<file path="src/rtl/item_pos_gen.sv">
// Food cell generator for the snake game: LFSR draws candidates, rejects walls and body cells.
// Optional build macro ITEMGEN_HEAD_EXCL_EN additionally rejects the new head cell.
module item_pos_gen #(
   parameter int          XSIZE    = 48,
   parameter int          YSIZE    = 64,
   parameter int          MAX_SIZE = 20,
   parameter logic [15:0] SEED     = 16'hACE1
) (
   input  logic                    i_Clk,
   input  logic                    i_Rst,
   input  logic                    i_Start,
   input  logic [MAX_SIZE*6-1:0]   i_Body_x,
   input  logic [MAX_SIZE*6-1:0]   i_Body_y,
   input  logic [11:0]             i_Size,
   input  logic [5:0]              i_Head_x,
   input  logic [5:0]              i_Head_y,
   output logic [5:0]              o_Item_x,
   output logic [5:0]              o_Item_y,
   output logic                    o_Done,
   output logic                    o_Busy
);

   typedef enum logic [1:0] {
      S_IDLE  = 2'd0,
      S_DRAW  = 2'd1,
      S_CHECK = 2'd2
   } state_t;

   state_t      state, state_nxt;
   logic [15:0] lfsr;
   logic [4:0]  idx, idx_nxt;
   logic [4:0]  n_len, n_len_nxt;
   logic [5:0]  cand_x, cand_x_nxt;
   logic [5:0]  cand_y, cand_y_nxt;
   logic [5:0]  item_x_nxt, item_y_nxt;
   logic        done_nxt, busy_nxt;

   logic [5:0]  cx, cy;
   logic        in_field, head_ok, draw_ok;
   logic [5:0]  slot_x [MAX_SIZE];
   logic [5:0]  slot_y [MAX_SIZE];
   logic        slot_hit;
   logic [4:0]  n_sat;

   // Free-running candidate source, x^16+x^14+x^13+x^11+1
   always_ff @(posedge i_Clk or negedge i_Rst) begin
      if (!i_Rst) begin
         lfsr <= SEED;
      end else begin
         lfsr <= {lfsr[14:0], lfsr[15] ^ lfsr[13] ^ lfsr[12] ^ lfsr[10]};
      end
   end

   assign cx = lfsr[5:0];
   assign cy = lfsr[11:6];

   assign in_field = (cx >= 6'd1) && (cx <= 6'(XSIZE - 2)) &&
                     (cy >= 6'd1) && (cy <= 6'(YSIZE - 2));

`ifdef ITEMGEN_HEAD_EXCL_EN
   assign head_ok = !((cx == i_Head_x) && (cy == i_Head_y));
`else
   logic unused_head;
   assign unused_head = ^{i_Head_x, i_Head_y};
   assign head_ok     = 1'b1;
`endif

   assign draw_ok = in_field && head_ok;

   assign n_sat = (i_Size >= 12'(MAX_SIZE)) ? 5'(MAX_SIZE) : i_Size[4:0];

   always_comb begin
      for (int k = 0; k < MAX_SIZE; k++) begin
         slot_x[k] = i_Body_x[k*6 +: 6];
         slot_y[k] = i_Body_y[k*6 +: 6];
      end
   end

   // Single shared comparator walks the body one slot per clock
   always_comb begin
      slot_hit = 1'b0;
      if (idx < 5'(MAX_SIZE)) begin
         slot_hit = (slot_x[idx] == cand_x) && (slot_y[idx] == cand_y);
      end
   end

   always_comb begin
      state_nxt  = state;
      idx_nxt    = idx;
      n_len_nxt  = n_len;
      cand_x_nxt = cand_x;
      cand_y_nxt = cand_y;
      item_x_nxt = o_Item_x;
      item_y_nxt = o_Item_y;
      done_nxt   = o_Done;
      busy_nxt   = o_Busy;
      case (state)
         S_IDLE: begin
            if (i_Start) begin
               n_len_nxt = n_sat;
               done_nxt  = 1'b0;
               busy_nxt  = 1'b1;
               state_nxt = S_DRAW;
            end
         end
         S_DRAW: begin
            if (draw_ok) begin
               cand_x_nxt = cx;
               cand_y_nxt = cy;
               idx_nxt    = 5'd0;
               state_nxt  = S_CHECK;
            end
         end
         S_CHECK: begin
            if (idx == n_len) begin
               item_x_nxt = cand_x;
               item_y_nxt = cand_y;
               done_nxt   = 1'b1;
               busy_nxt   = 1'b0;
               state_nxt  = S_IDLE;
            end else if (slot_hit) begin
               state_nxt = S_DRAW;
            end else begin
               idx_nxt = idx + 5'd1;
            end
         end
         default: begin
            state_nxt = S_IDLE;
         end
      endcase
   end

   always_ff @(posedge i_Clk or negedge i_Rst) begin
      if (!i_Rst) begin
         state    <= S_IDLE;
         idx      <= 5'd0;
         o_Item_x <= 6'd0;
         o_Item_y <= 6'd0;
         o_Done   <= 1'b0;
         o_Busy   <= 1'b0;
      end else begin
         state    <= state_nxt;
         idx      <= idx_nxt;
         o_Item_x <= item_x_nxt;
         o_Item_y <= item_y_nxt;
         o_Done   <= done_nxt;
         o_Busy   <= busy_nxt;
      end
   end

   // Working registers are always rewritten before use, so they carry no reset
   always_ff @(posedge i_Clk) begin
      n_len  <= n_len_nxt;
      cand_x <= cand_x_nxt;
      cand_y <= cand_y_nxt;
   end

endmodule

</file>
<file path="config.mk">
export PLATFORM = sky130hd
export DESIGN_NAME = item_pos_gen
export DESIGN_NICKNAME = d
export VERILOG_FILES = /design/src/rtl/item_pos_gen.sv
export SDC_FILE = /design/constraint.sdc
export NUM_CORES = 1
export LEC_CHECK = 0
export CORE_MARGIN = 2
export CORE_UTILIZATION = 34
export DETAILED_ROUTE_END_ITERATION = 7
export PLACE_DENSITY = 0.78
export SKIP_CTS_REPAIR_TIMING = 1
export SLEW_MARGIN = 25
export SYNTH_ARGS = -nofsm -noshare
export SYNTH_HDL_FRONTEND = slang
export SYNTH_SLANG_ARGS = --single-unit
export TNS_END_PERCENT = 10
</file>
<file path="constraint.sdc">
create_clock -name i_Clk -period 3 [get_ports i_Clk]
set_input_delay 0.6 -clock i_Clk [delete_from_list [all_inputs] [get_ports i_Clk]]
set_output_delay 0.6 -clock i_Clk [all_outputs]
set_load 0.01 [all_outputs]
</file>
# After elaboration in Yosys (flattened, before gate mapping)
# Cells that the tools add are included.
dict set report totals {
  reg_bits 54
  in_bits 267
  output_inout_bits 14
}
dict set report classes {
  addsub 1
  magnitude_cmp 7
  n_eq_ne 11
  muxes 22
  bitwise_logic 4
  n_reduce_logical 13
}
# cell count
set ops {}
lappend ops {{$bmux 6 s5} 2}
lappend ops {{$mux 6} 4}
lappend ops {{$mux 5} 3}
lappend ops {{$eq 6x6->1} 2}
lappend ops {{$ge 12x5->1 const B} 1}
lappend ops {{$ge 6x1->1 const B} 2}
lappend ops {{$le 6x6->1 const B} 2}
lappend ops {{$ne 2x2->1 const B} 5}
lappend ops {{$pmux 5 s2} 1}
lappend ops {{$mux 2} 4}
lappend ops {{$ge 6x6->1 const B} 1}
lappend ops {{$not 5->6} 1}
lappend ops {{$pmux 2 s3} 1}
lappend ops {{$reduce_and 2->1} 3}
lappend ops {{$reduce_and 3->1} 2}
lappend ops {{$add 5x1->5 const B} 1}
lappend ops {{$eq 5x5->1} 1}
lappend ops {{$lt 5x5->1 const B} 1}
lappend ops {{$mux 1} 5}
lappend ops {{$logic_and 1x1->1} 4}
lappend ops {{$pmux 1 s2} 2}
lappend ops {{$reduce_and 4->1} 1}
lappend ops {{$reduce_bool 2->1} 2}
lappend ops {{$ne 3x3->1 const B} 1}
lappend ops {{other kinds (4)} 6}

# Depth between registers and ports, before layout
dict set report depth {
  depth_word 10
  mapped_depth 14
  ltp_nobuf 9
}

# Worst setup path after synthesis
# Ideal clock, no wire load.
dict set report synth_timing {
  kind {reg-to-reg}
  startpoint {reg idx[0]}
  endpoint {reg idx[3]}
  arrival_time_ns 2.800
  required_time_ns 2.913
  slack_ns 0.113
  path_stages_with_launch 14
  n_path_buf 4
  path_cell_list {dfrtp_1 buf_6 buf_12 buf_8 buf_6 mux4_2 mux2i_1 xnor2_1 nand2_1 a32oi_1 nor2_1 and4_1 or4_1 o211ai_1}
}
dict set report synth_via {
  elab_chain_cells 9
  word_cells_on_any_way 20
}
# item line_no
set synth_rtl {}
lappend synth_rtl {{start: declaration} 31} ;# logic [4:0] idx, idx_nxt;
lappend synth_rtl {{start signal: assignment} 143} ;# idx <= idx_nxt;
lappend synth_rtl {{$not 5->6 (implied by the code)} 83} ;# slot_hit = (slot_x[idx] == cand_x) && (slot_y[idx] == cand_y);
lappend synth_rtl {{$bmux 6 s5} 83}
lappend synth_rtl {{$mux 6 (implied by the code) (2 in series)} 83}
lappend synth_rtl {{$eq 6x6->1} 83}
lappend synth_rtl {{$logic_and 1x1->1} 83}
lappend synth_rtl {{$mux 1} 82} ;# if (idx < 5'(MAX_SIZE)) begin
lappend synth_rtl {{$ne 2x2->1 (no line)} --}
lappend synth_rtl {{$reduce_and 4->1 (no line)} --}
# Several ways; a longest one is shown, not always the timed one. The select of a mux whose other input is x is not followed.
# A chain may end at the register's enable or synchronous reset.

# Worst setup path in the final report
dict set report layout_timing {
  startpoint {reg idx[0]}
  endpoint {reg idx[1]}
}
# Same word-level chain as after synthesis.

==> results.tsv <==
metric	value	unit
outcome	finished with violations	
failed_checks	setup timing	
ys_types	68	
cpMostUsedCell	a221o_1	
core_area	13200	µm²
worstPathCellList	clkbuf_16, buf_4, mux4_1, a2bb2oi_1, o2bb2ai_1, o22ai_1, a221o_1, a2111oi_4, nand4_4, a221o_1, o21ai_1	
path_buf_inv	2	
clkSinkCount	54	
slew_violations	0	
dp_hpwl	15000	µm
arrival	3360	ps
syn_area	4580	µm²
crit_fanout	8	
dr.pass1.iters	6	
routabilityCongestion	1.00	
setup_ws	-143	ps
final_cells	885	
synth_seq_cells	54	
synthCells	398	
ys_async_sr_fraction	68.5	%
hold_viol_final	0	
wirelength	18700	µm
ys.flop_type	dfrtp_1	
yosysSeqAreaShare	31.6	%
clk_latency	290	ps
period_share	105	%
synthTopCellsByCount	63 x mux2i_1, 29 x dfrtp_1, 29 x mux4_2	
row_count	42	
grt_max_degree	38	
seq_area	1450	µm²
cellPowerDensity	226	nW/µm²
fin_nets	976	
holdCritPathClass	reg2reg	
crit_slowest_cell	dfrtp_4	
grt_antenna_before_repair	0	
area_growth	76.2	%
dpl.cell_count	866	
dr.first_iter.drc_count	298	
grt_pass1_vias	5140	
crit_family	compound AO/OA/AOI/OAI gates	
io_pins	281	
via_count	4909	
ys_warn_count	0	
cts_tree	yes	
vdd_ir_drop_max	0.209	mV
fin_crit	3140	ps
leakagePower	2.99	nW
avgRoutedWirePerCell	21.2	µm
path_clk_slew	60	ps
num-fill-cells	1053	
synth_edf_count	17	
gr-usage-all-layers	24.5	%
hold_slack	349	ps
ant_nets	0	
synth_top_area_share	15.8	%
synth.most_common_cell	mux2i_1	
die_w	120	µm
worst_pin_slew	592	ps
drc	0	
io_buffers	268	
synthTopCellsByArea	dfrtp_1 16%, mux4_2 14%, mux2i_1 14%	
grt_pass1_wl	27600	µm
worstSetupPathType	reg2reg	
htreeDepth	2	
cts_buffers	5	
clock_path_buffers	2	
slew_headroom	60.0	%
setup_violations	7	
drive_above_1_share	20.2	%
rsz0062_at_grt	true	
required	3210	ps
viasPerCell	5.55	
cp-end-kind	flip-flop	
die_area	14400	µm²
insertedDiodeCount	0	
critPathMaxStageDelay	550	ps
syn-num-nets	666	
syn_avg_cell_area	11.5	µm²
root_buffer	clkbuf_16	
start_util	34.7	%
die_h	120	µm
gr-total-overflow	0	
multi_input_area	2950	µm²
r2r_setup_slack	-140	ps
max_freq	318	MHz
synth_top_cell_by_area	dfrtp_1	
skew	7.24	ps
cap_violations	0	
crit_path_start_kind	flip-flop	
path summary, 6_finish.rpt:
| path | cells past startpoint | from | to |
|---|---|---|---|
| worst max register to register | 11 | idx[0] | idx[1] |
| worst max-delay path | 11 | idx[0] | idx[1] |
| worst min register to register | 0 | lfsr[14] | lfsr[15] |
| min in group asynchronous | 2 | i_Rst | o_Item_x[1] |
| worst min-delay path | 0 | lfsr[14] | lfsr[15] |
| max in group asynchronous | 2 | i_Rst | idx[0] |
power by group:
group | switching, mW | internal [mW]
clock network | 0.251 | 0.331
registers | 0.00382 | 0.761
logic | 0.118 | 0.360
total | 0.373 | 1.45
per-stage QoR:
step	setup WS [ps]	power [mW]	utilization, %	setup TNS [ps]	area [µm²]
after global placement	-426	1.24	58.3	-2420	7680
after detailed placement	-462	1.25	58.3	-2640	7680
final	-143	1.82	61.2	-647	8070
after global routing	-237	1.88	61.2	-1210	8070
after floorplan	113	0.869	-	0	4580
after CTS	-207	1.83	59.4	-886	7840
cell type report:
type | count | area share, %
repair buffers | 332 | 40.2
multi-input cells | 303 | 36.6
flip-flops and latches | 54 | 18.0
well taps | 176 | 2.73
clock buffers | 6 | 1.72
inverters | 12 | 0.605
clock inverters | 2 | 0.155
metal layers:
layer  global-route usage, %  up-vias  wire, µm
li1                        -     2220         -
met1                    30.0     2389      7200
met2                    45.1      268      9750
met3                    4.13       32      1440
met4                    5.15        0       350
met5                       0        -         0
cells in the final DEF, fill, tap and decap left out, types with 6 or more instances in the layout:
cell,count
clkdlybuf4s50_1,260
mux2i_1,61
buf_4,59
mux4_2,29
dfrtp_1,27
nand2_1,21
edfxtp_1,17
nand3_1,15
o21ai_0,14
nor2_1,12
a22oi_1,11
inv_1,10
nor3_1,9
a22o_1,9
a21oi_1,8
mux2_2,8
dlymetal6s2s_1,8
dfstp_2,8
xor2_1,7
xnor2_1,7
and2_1,7
clkbuf_16,7
mux4_1,6
logic make-up after synthesis:
group	synth area share, %
multiplexers	33.4
XOR/XNOR	2.68
adder cells (fa/ha/maj)	0.273
AO/OA/AOI/OAI	14.9
buffers and inverters	5.90
flip-flops	31.6
AND/OR/NAND/NOR	11.2
sequential cells by signal, indices dropped and copies added (netlist names):
name      flops
o_Item_x      6
lfsr         16
o_Item_y      6
idx           5
o_Done        1
n_len         5
cand_y        6
state         2
cand_x        6
o_Busy        1
Note: power is estimated with default switching activity, not from simulation.
==> edit 1, RTL diff (same flow settings) <==
`MAX_SIZE`: 20 -> 10.
--- a/src/rtl/item_pos_gen.sv
+++ b/src/rtl/item_pos_gen.sv
@@ -4,5 +4,5 @@
    parameter int          XSIZE    = 48,
    parameter int          YSIZE    = 64,
-   parameter int          MAX_SIZE = 20,
+   parameter int          MAX_SIZE = 10,
    parameter logic [15:0] SEED     = 16'hACE1
 ) (
Ports: changed (resized i_Body_x and i_Body_y); port bits go from 281 to 161. No check against the original RTL was run, so the function may have changed too.
==> edit 1 against the unedited design <==
Sequential share of layout area rose by 10 points. Synthesized area fell by 27%. Sequential cell count stayed put. Combinational power fell by 49%. Design area shrank 36%. Wire length decreased by 49%. Non-clock buffer count decreased by 170. Clock power fell by 21%. Worst setup slack improved by 0.36 ns. Total power fell by 20%. First-iteration DRC count down 48%. Critical path depth shrank 2. Synthesized cell count fell by 31%. Critical path type unchanged. Largest cell class is now multi-input gates.
==> edit 1: results (changes against the unedited design) <==
* Status: completed
* Pre-CTS setup slack at -0.03492 ns (+0.4269 ns)
* Vias per Instance at 5.116 (-7.8%)
* Number of library cell types mapped by synthesis at 61 (-10%)
* Crit share post-route at 0.9273 (-0.1204)
* Layout cells sized above 1 at 0.1612 (-0.04048)
* CP Max Fanout at 24 (+16)
* Combinational logic power at 0.243 mW (-49%)
* Ranking of synthesized cells by area: dfrtp_1 22%, edfxtp_1 15%, mux4_2 11%
* DRT Pass-1 Iters at 6 (unchanged)
* WP data arrival at 2.97 ns (-0.39 ns)
* CP max stage cell: dfrtp_2
* Mapped Cells at 275 (-31%)
* Synth cell count leaders: 30 x mux2i_1, 29 x dfrtp_1, 17 x edfxtp_1, 17 x mux2_2, 16 x mux4_2
* Worst Max-Slew Pin Slew at 0.5167 ns (-0.07544 ns)
* Gr usage total at 0.1801 (-0.06518)
* Internal power at 1.187 mW (-18%)
* Layout Skew at 0.01107 ns (+0.003830 ns)
* Syn_nets at 423 (-36%)
* Hold_ws at 0.3621 ns (+0.01264 ns)
* Port Buffers at 148 (-45%)
* Largest delay share family, worst path: simple AND/OR/NAND/NOR gates
* Avg WL per Cell at 17.07 microns (-19%)
* Power per cell area at 284.2 nW/um^2 (+26%)
* Reg clk slew, reported paths at 0.09 ns (+0.03 ns)
* Placed insts at 554 (-36%)
* Starting DRC count in detailed routing at 155 (-48%)
* Reg2Reg Setup Slack at 0.22 ns (+0.36 ns)
* Post-DP HPWL at 7742 microns (-48%)
* Max IR drop VDD at 0.2062 mV (-1.5%)
* Post-synthesis sequential area ratio at 0.4302 (+0.1145)
* Sequential cell power at 0.759 mW (-0.8%)
* First-pass GRT wire length at 14750 microns (-46%)
* Routed via count at 2870 (-42%)
* Final #Nets at 576 (-41%)
* Leak at 2.084 nW (-30%)
* Clk Tree Root Cell: clkbuf_8
-- edit 1: changes by cell type after synthesis, sizes merged, moves of 5 or more --
cell / delta
nand3: -13
a22o: -9
nand2b: +6
inv: -5
buf: -11
mux4: -19
mux2: +9
nand2: -9
mux2i: -33
o21ai: -10
a22oi: -12
-- edit 1: per-layer routing --
layer / vias up / global-route usage / wire length (microns)
met1: 1372 / 0.2227 / 3883
li1: 1375 / - / -
met4: 0 / 0.04453 / 161
met2: 109 / 0.3226 / 4781
met3: 14 / 0.03562 / 751
met5: - / 0 / 0
-- edit 1: worst paths after layout --
kind                                    startpoint                       to  cells after the start
worst max-delay path            idx[0]$_DFFE_PN0P_       idx[2]$_DFFE_PN0P_                      9
worst min-delay path            lfsr[14]$_DFF_PN0_       lfsr[15]$_DFF_PN1_                      0
worst max register to register  idx[0]$_DFFE_PN0P_       idx[2]$_DFFE_PN0P_                      9
worst min register to register  lfsr[14]$_DFF_PN0_       lfsr[15]$_DFF_PN1_                      0
max in group asynchronous                    i_Rst       lfsr[11]$_DFF_PN1_                      2
min in group asynchronous                    i_Rst  o_Item_x[1]$_DFFE_PN0P_                      2
-- edit 1: area by class of cell --
class / count / area [sq um]
timing repair buffer: 162 / 1612
clock buffer: 5 / 68.82
sequential: 54 / 1448
clock inverter: 2 / 33.78
multi-input combinational: 199 / 1792
tap: 133 / 166.4
fill: 823 / 4542
inverter: 6 / 22.52
-- edit 1: kinds of logic after synthesis --
group                    synth area share
XOR/XNOR                          0.03126
AND/OR/NAND/NOR                    0.1250
AO/OA/AOI/OAI                      0.1184
adder cells (fa/ha/maj)          0.003721
multiplexers                       0.2534
flip-flops                         0.4302
buffers and inverters             0.03684
other                            0.001115
==> edit 2, RTL diff (config.mk and constraints unchanged) <==
Made on the original files. Put one more register stage on the output `o_Item_x`, without a reset. The value now appears one clock later. The other outputs are not delayed to match.
--- a/src/rtl/item_pos_gen.sv
+++ b/src/rtl/item_pos_gen.sv
@@ -26,4 +26,6 @@
       S_CHECK = 2'd2
    } state_t;
+
+   logic [5:0] o_Item_x_s0;
 
    state_t      state, state_nxt;
@@ -91,5 +93,5 @@
       cand_x_nxt = cand_x;
       cand_y_nxt = cand_y;
-      item_x_nxt = o_Item_x;
+      item_x_nxt = o_Item_x_s0;
       item_y_nxt = o_Item_y;
       done_nxt   = o_Done;
@@ -135,5 +137,5 @@
          state    <= S_IDLE;
          idx      <= 5'd0;
-         o_Item_x <= 6'd0;
+         o_Item_x_s0 <= 6'd0;
          o_Item_y <= 6'd0;
          o_Done   <= 1'b0;
@@ -142,5 +144,5 @@
          state    <= state_nxt;
          idx      <= idx_nxt;
-         o_Item_x <= item_x_nxt;
+         o_Item_x_s0 <= item_x_nxt;
          o_Item_y <= item_y_nxt;
          o_Done   <= done_nxt;
@@ -156,4 +158,8 @@
    end
 
+   always_ff @(posedge i_Clk) begin
+      o_Item_x <= o_Item_x_s0;
+   end
+
 endmodule
 
Function: changed (a bounded check fails within 4 cycles, from zero or initial values and one cycle with i_Rst low).
==> edit 2 against the unedited design <==
The flow still finishes with violations (setup timing). Hold slack improved by 0.0019 ns. Count of clock-buffer cells in the layout is 6 higher. Wire length down 8.1%. Worst setup slack gained 0.074 ns. Design area rose by 0.19%. Synthesized area grew 0.33%. Sequential cell count increased by 6.
Power is not compared: it rests on default switching activity, and its combinational part moved more than twofold at a synthesized area within 25%.
==> edit 2: results (changes against the unedited design) <==
* PnR worst setup slack at -0.06882 ns (+0.07410 ns)
* Initial antenna violation count at 0 (unchanged)
* CP max stage cell: mux4_2
* Endpoints failing setup at 6 (-1)
* DP Area at 7621 sq um (-0.83%)
* First-pass GRT wire length at 26160 microns (-5.1%)
* Post-synthesis sequential area ratio at 0.3409 (+0.02511)
* Worst R2R Start: idx[0]$_DFFE_PN0P_
* Critical path's largest stage delay at 0.51 ns (-0.04 ns)
* Layout cells sized above 1 at 0.2097 (+0.007985)
* Critical R2R Capture: idx[4]$_DFFE_PN0P_
* Max FFs per register at 16 (unchanged)
* Met2 WL at 8969 microns (-8.0%)
* Warnings, synthesis at 0 (unchanged)
* Synth cell count leaders: 47 x mux4_2, 35 x mux2i_1, 29 x dfrtp_1
* Number of library cell types mapped by synthesis at 67 (-1.5%)
* Syn_nets at 656 (-1.5%)
* Grt met1 use at 0.2757 (-0.02389)
* Critical Path Source Type: flip-flop
* Pre-CTS setup slack at -0.5044 ns (-0.04258 ns)
* Largest net degree at the start of global routing at 38 (unchanged)
* GR Util met2 at 0.4261 (-0.02521)
* Drt total wl at 17220 microns (-8.1%)
* Status: finished with violations
* Final #Nets at 945 (-3.2%)
* Synthesized area at 4596 sq um (+0.33%)
* Path depth of the worst reg2reg path at 12 (+1)
* CTS Buf Count at 9 (+4)
* Met3 WL post-DR at 1439 microns (-0.14%)
* Post-DP HPWL at 14040 microns (-6.6%)
* Routed via count at 4640 (-5.5%)
* Fill cell count at 1081 (+2.7%)
* Post-route setup TNS at -0.2379 ns (+0.4093 ns)
* Vias in the first global route at 4982 (-3.1%)
* Ranking of synthesized cells by area: mux4_2 23%, dfrtp_1 16%, edfxtp_1 11%
* Starting DRC count in detailed routing at 282 (-5.4%)
* GPL Wtd Cong at 0.9358 (-6.5%)
* WL met1 at 6628 microns (-7.9%)
* Vias per Instance at 5.408 (-2.5%)
* Met3 Usage GRT at 0.06745 (+0.02610)
* WP data arrival at 3.27 ns (-0.09 ns)
* Layout Skew at 0.006022 ns (-0.001216 ns)
* Max H-tree Level at 3 (+1)
* Clk Latency, worst-skew pair at 0.32 ns (+0.03 ns)
* Failing checks: setup timing
* Mapped Cells at 388 (-2.5%)
* Placed insts at 835 (-3.6%)
* CP Max Fanout at 13 (+5)
* Gr usage total at 0.2350 (-0.01029)
* Largest delay share family, worst path: simple AND/OR/NAND/NOR gates
* Rel. slew slack at 0.4577 (-0.1425)
* DRT Pass-1 Iters at 4 (-2)
* Fraction of registers with async set/reset at 0.6167 (-0.06852)
[edit 2: power by group through the flow]
stage	clock, mW	combinational (mW)	sequential (mW)
after floorplan	0	1.12	0.904
after global placement	0	1.79	0.959
after detailed placement	0	1.81	0.960
after CTS	1.15	1.83	0.947
after global routing	1.19	2.05	0.940
final	1.14	1.93	0.937
[edit 2: logic make-up (layout without fill, tap and decap cells)]
| logic type | after synthesis | in the layout | synth area share |
|---|---|---|---|
| AO/OA/AOI/OAI | 81 | 81 | 0.1312 |
| flip-flops | 60 | 60 | 0.3409 |
| AND/OR/NAND/NOR | 98 | 98 | 0.1141 |
| XOR/XNOR | 16 | 16 | 0.03049 |
| adder cells (fa/ha/maj) | 1 | 1 | 0.002722 |
| multiplexers | 91 | 91 | 0.3286 |
| buffers and inverters | 41 | 335 | 0.05200 |
[edit 2: worst min-delay path by stage]
stage,start,end,slack [ns]
3_3_place_gp,lfsr[14]$_DFF_PN0_,lfsr[15]$_DFF_PN1_,0.34
4_1_cts,lfsr[14]$_DFF_PN0_,lfsr[15]$_DFF_PN1_,0.36
3_5_place_dp,lfsr[14]$_DFF_PN0_,lfsr[15]$_DFF_PN1_,0.35
2_1_floorplan,i_Rst,idx[0]$_DFFE_PN0P_,0.30
6_report,lfsr[14]$_DFF_PN0_,lfsr[15]$_DFF_PN1_,0.35
5_1_grt,lfsr[14]$_DFF_PN0_,lfsr[15]$_DFF_PN1_,0.36
[edit 2: cell type report]
cell class | count | area (sq um) | share of cell area
flip-flops and latches | 60 | 1573 | 0.1945
well taps | 176 | 220.2 | 0.02723
clock buffers | 12 | 267.8 | 0.03311
multi-input cells | 287 | 2844 | 0.3517
clock inverters | 4 | 68.82 | 0.008510
repair buffers | 307 | 3068 | 0.3794
inverters | 12 | 45.04 | 0.005570
